[src/rtl/time_counter.sv]
// BCD time-of-day counter: seconds/minutes/hours, each advanced only by its own strobe edge.
// Define HOUR12_EN for 12-hour counting with an AM/PM flag; default is 24-hour.
module time_counter (
  input  logic       clk,
  input  logic       reset,
  input  logic       clk_s,
  input  logic       clk_m,
  input  logic       clk_h,
  output logic [7:0] second,
  output logic [7:0] minute,
  output logic [7:0] hour,
  output logic       s_bit,
  output logic       m_bit,
  output logic       pm
);

`ifdef HOUR12_EN
  localparam logic [7:0] HOUR_RST = 8'h12;
`else
  localparam logic [7:0] HOUR_RST = 8'h00;
`endif

  logic       s_prev_q, m_prev_q, h_prev_q;
  logic       s_prev_d, m_prev_d, h_prev_d;
  logic [7:0] second_q, minute_q, hour_q;
  logic [7:0] second_d, minute_d, hour_d;
  logic       s_bit_q, m_bit_q, s_bit_d, m_bit_d;
  logic       pm_q, pm_d;
  logic       s_fire, m_fire, h_fire;
  logic [8:0] sec_inc, min_inc;

  // Returns {wrap, next}; a non-BCD or out-of-range value recovers to 00 without wrap.
  function automatic logic [8:0] inc60(input logic [7:0] v);
    if (v[7:4] > 4'd5 || v[3:0] > 4'd9) return 9'h000;
    if (v[3:0] == 4'd9) begin
      if (v[7:4] == 4'd5) return {1'b1, 8'h00};
      return {1'b0, v[7:4] + 4'd1, 4'h0};
    end
    return {1'b0, v[7:4], v[3:0] + 4'd1};
  endfunction

  always_comb begin
    s_fire   = clk_s & ~s_prev_q;
    m_fire   = clk_m & ~m_prev_q;
    h_fire   = clk_h & ~h_prev_q;
    s_prev_d = clk_s;
    m_prev_d = clk_m;
    h_prev_d = clk_h;
    sec_inc  = inc60(second_q);
    min_inc  = inc60(minute_q);
    second_d = s_fire ? sec_inc[7:0] : second_q;
    minute_d = m_fire ? min_inc[7:0] : minute_q;
    s_bit_d  = s_fire & sec_inc[8];
    m_bit_d  = m_fire & min_inc[8];
    hour_d   = hour_q;
    pm_d     = pm_q;
    if (h_fire) begin
`ifdef HOUR12_EN
      if (hour_q[7:4] > 4'd1 || hour_q[3:0] > 4'd9 || hour_q == 8'h00 ||
          (hour_q[7:4] == 4'd1 && hour_q[3:0] > 4'd2))
        hour_d = 8'h12;
      else if (hour_q == 8'h12)
        hour_d = 8'h01;
      else if (hour_q == 8'h11) begin
        hour_d = 8'h12;
        pm_d   = ~pm_q;
      end else if (hour_q[3:0] == 4'd9)
        hour_d = 8'h10;
      else
        hour_d = {hour_q[7:4], hour_q[3:0] + 4'd1};
`else
      // 23 and every invalid code both land on 00.
      if (hour_q[7:4] > 4'd2 || hour_q[3:0] > 4'd9 ||
          (hour_q[7:4] == 4'd2 && hour_q[3:0] >= 4'd3))
        hour_d = 8'h00;
      else if (hour_q[3:0] == 4'd9)
        hour_d = {hour_q[7:4] + 4'd1, 4'h0};
      else
        hour_d = {hour_q[7:4], hour_q[3:0] + 4'd1};
`endif
    end
  end

  always_ff @(posedge clk or negedge reset) begin
    if (!reset) begin
      s_prev_q <= 1'b0;
      m_prev_q <= 1'b0;
      h_prev_q <= 1'b0;
      second_q <= 8'h00;
      minute_q <= 8'h00;
      hour_q   <= HOUR_RST;
      s_bit_q  <= 1'b0;
      m_bit_q  <= 1'b0;
      pm_q     <= 1'b0;
    end else begin
      s_prev_q <= s_prev_d;
      m_prev_q <= m_prev_d;
      h_prev_q <= h_prev_d;
      second_q <= second_d;
      minute_q <= minute_d;
      hour_q   <= hour_d;
      s_bit_q  <= s_bit_d;
      m_bit_q  <= m_bit_d;
      pm_q     <= pm_d;
    end
  end

  assign second = second_q;
  assign minute = minute_q;
  assign hour   = hour_q;
  assign s_bit  = s_bit_q;
  assign m_bit  = m_bit_q;
`ifdef HOUR12_EN
  assign pm     = pm_q;
`else
  assign pm     = 1'b0;
`endif

endmodule

[config.mk]
export PLATFORM = sky130hd
export DESIGN_NAME = time_counter
export DESIGN_NICKNAME = d
export VERILOG_FILES = /design/src/rtl/time_counter.sv
export SDC_FILE = /design/constraint.sdc
export NUM_CORES = 1
export LEC_CHECK = 0
export ABC_AREA = 1
export CORE_MARGIN = 2
export CORE_UTILIZATION = 52
export CTS_BUF_LIST = sky130_fd_sc_hd__clkbuf_4
export DETAILED_ROUTE_END_ITERATION = 16
export PLACE_DENSITY_LB_ADDON = 0.3
export SETUP_SLACK_MARGIN = 0.1
export SLEW_MARGIN = 25
export SYNTH_ARGS = -nofsm -noshare
export SYNTH_HDL_FRONTEND = slang
export SYNTH_SLANG_ARGS = --single-unit
[constraint.sdc]
create_clock -name clk -period 1.4 [get_ports clk]
set_input_delay 0.21 -clock clk [delete_from_list [all_inputs] [get_ports clk]]
set_output_delay 0.21 -clock clk [all_outputs]
set_load 0.01 [all_outputs]
==> qor.tcl <==
set qor(count_of_cell_types_in_the_netlist) 25
set qor(final-hold-violation-count) 0
set qor(sum_of_net_half_perimeters_after_detailed_placement_um) 2268
set qor(cts.sink_count) 29
set qor(num-nets-final) 253
set qor(fp.coreArea_mm2) 0.002758
set qor(setup.worst_path.class) {reg -> reg}
set qor(chipWidth_um) 57.98
set qor(r2r_slack_ns) 0.08
set qor(tritoncts_clock_tree) {built}
set qor(adder_cell_area_share_of_the_yosys_netlist) 0.01652
set qor(timing.final.max_slew_violations) 0
set qor(start_util) 0.5495
set qor(areaGrowthSynthToFinish_pct) 41.87
set qor(timing.rr.end) {hour[4]}
set qor(worstPathRequired_ns) 1.62
set qor(setup.worst_path.start) {hour[5]}
set qor(grt_start_max_net_pins) 30
set qor(nFillCells) 186
set qor(boundaryPins) 32
set qor(setup_viol) 0
set qor(timing.critical_path.from_type) {flop}
set qor(wl_um) 3699
set qor(post_synthesis_share_of_cell_area_spent_on_xor_and_xnor_gates) 0.02890
set qor(grt_pass1_vias) 1342
set qor(setup.worst_path.end_class) {flop}
set qor(synth.cell_area_mm2) 0.001515
set qor(regToRegStartpoint) {hour[5]}
set qor(drt_iter0_drc) 60
set qor(postSynthRegisterBits) 29
set qor(cts_buffers) 5
set qor(cts-root-to-sink-buffers) 2
set qor(commonest_non_fill_non_tap_cell_in_the_layout) {nand2_1}
set qor(numPortBuffers) 30
set qor(hp-class) {in -> async}
set qor(timing.fmax_mhz) 755.0
set qor(fp.dieArea_mm2) 0.003362
set qor(drt_pass1_iterations) 4
set qor(most-common-layout-cells) {nand2_1 (40), dfrtp_1 (26), inv_1 (25)}
set qor(post-route-worst-setup-slack_ns) 0.07542
set qor(static-leakage-power_nw) 1.218
set qor(rr_worst_depth) 10
set qor(avgSynthCellArea_um2) 7.975
set qor(drt-vias-per-instance) 5.094
set qor(final_antenna_net_count) 0
set qor(outcome) {finished clean}
set qor(seq_area_frac_synth) 0.4789
set qor(place_congestion) 0.8784
set qor(crit_end) {hour[4]}
set qor(pwr_density_cell_mw_per_mm2) 1714
set qor(final-seq-area_um2) 729.5
set qor(overall_routing_resource_usage) 0.2295
set qor(multi_input_area_um2) 739.5
set qor(max-vdd-ir-drop_mv) 1.360
set qor(mux_share_of_post_synthesis_cell_area) 0
set qor(end_of_flow_core_utilization) 0.7795
set qor(die_y_um) 57.98
set qor(final.period_utilization) 0.9461
set qor(overflow) 0
set qor(syn-num-nets) 197
set qor(drc_violation_count_after_routing) 0
set qor(via_count) 1416
set qor(synth_simple_gate_area_frac) 0.3262
set qor(wire_length_of_the_first_global_routing_pass_um) 5802
set qor(drive_gt1_frac) 0.2955
set qor(clk_pin_slew_worst_paths_ns) 0.09
set qor(cts_root_buffer) {clkbuf_4}
set qor(antenna_found_initial) 0
set qor(antenna_cells) 0
set qor(detail_route.wl_per_cell_um) 13.31
set qor(worst_clock_skew_ns) 0.004286
set qor(htreeDepth) 2
set qor(timing.hold.ws_ns) 0.2562
set qor(post_synth_inst_count) 190
set qor(rsz0062_at_grt) {yes}
set qor(combinational_family_with_the_most_area_after_synthesis) {simple AND/OR/NAND/NOR gates}
set qor(critPathMaxFanout) 4
set qor(dp_worst_setup_slack_ns) -0.05180
set qor(synth_compound_gate_area_share) 0.05780
set qor(arrival_ns) 1.54
set qor(synth-warning-count) 0
set qor(cap_violations) 0
set qor(finalCriticalPeriod_ns) 1.325
set qor(floorplan.rows) 19
set qor(worstSkewPairLatency_ns) 0.32
-- report_power, final --
group | internal (W) | switching (W)
Combinational | 0.000737 | 0.00102
Clock | 0.000391 | 0.000300
Sequential | 0.00106 | 0.000174
-- stage by stage --
stage / TNS, ns / total power [W] / std cells / cell area, µm²
2_1_floorplan: 0 / 0.002151 / 190 / 1515
3_5_place_dp: -0.1059 / 0.002790 / 253 / 1869
6_report: 0 / 0.003684 / 278 / 2150
5_1_grt: -0.02359 / 0.003909 / 278 / 2150
4_1_cts: 0 / 0.003545 / 276 / 2072
3_3_place_gp: -0.001166 / 0.002738 / 253 / 1869
-- Yosys cell counts, drive strengths merged --
library cell   n  area share
xnor2          1      0.0058
conb           1      0.0025
nand2         55        0.15
nand3         17       0.059
dfrtp         29        0.48
nor2          27       0.090
nand4          3       0.012
o21ai          7       0.026
ha             2       0.017
o21a           1      0.0050
inv           34       0.084
buf            1      0.0050
a21oi          6       0.027
nor4           1      0.0083
nor3           1      0.0033
xor2           4       0.023
-- routing by layer --
metal	GRT usage	wire, µm	vias to the layer above
met5	0	0	-
met1	0.2819	1587	666
met3	0.06027	209	7
met2	0.3831	1860	44
li1	-	-	699
met4	0.09635	43	0
-- state kept, by name, indices dropped and copies added, names as in the netlist --
| register | cells |
|---|---|
| h_prev_q | 1 |
| hour | 8 |
| m_bit | 1 |
| m_prev_q | 1 |
| minute | 8 |
| s_bit | 1 |
| s_prev_q | 1 |
| second | 8 |
-- how the worst min path moves through the flow --
stage	slack (ns)	end	from
global route	0.32	hour[5]	reset
floorplan	-0.09	h_prev_q	reset
detailed placement	0.50	s_bit	second[7]
global placement	0.50	s_bit	second[7]
finish	0.26	hour[5]	reset
CTS	0.27	hour[5]	reset
-- cells by family (layout without fill, tap and decap cells) --
kind of cell,Yosys count,count (layout)
and+or+nand+nor,104,104
buffers and inverters,35,92
DFF,29,29
AOI/OAI and AO/OA,14,14
xor gates and xnor gates,5,5
adders and majority gates,2,2
other,1,1
-- repair_timing --
item / in CTS / in global routing
buffers inserted: 15 / 2
hold buffers: 0 / 0
setup endpoints to repair: 32 / 26
cloned: 0 / 0
pin swaps: 4 / 8
resized for setup: 41 / 20
-- area by class of cell --
cell class / count / share of cell area
timing repair buffer: 50 / 0.2002
tap: 31 / 0.01804
clock inverter: 2 / 0.01572
multi-input combinational: 126 / 0.3440
clock buffer: 6 / 0.02095
sequential: 29 / 0.3393
inverter: 34 / 0.06170
-- worst max-delay path, stage by stage, from the launching register on --
cell     delay, ns
dfrtp_1       0.40
buf_6         0.13
ha_4          0.14
inv_2         0.06
nand2_2       0.05
nand2_2       0.07
nor2_4        0.04
nand2_4       0.09
nand2_4       0.08
nand3_1       0.08
nand2_1       0.06
Power figures use the tool's default switching activity.
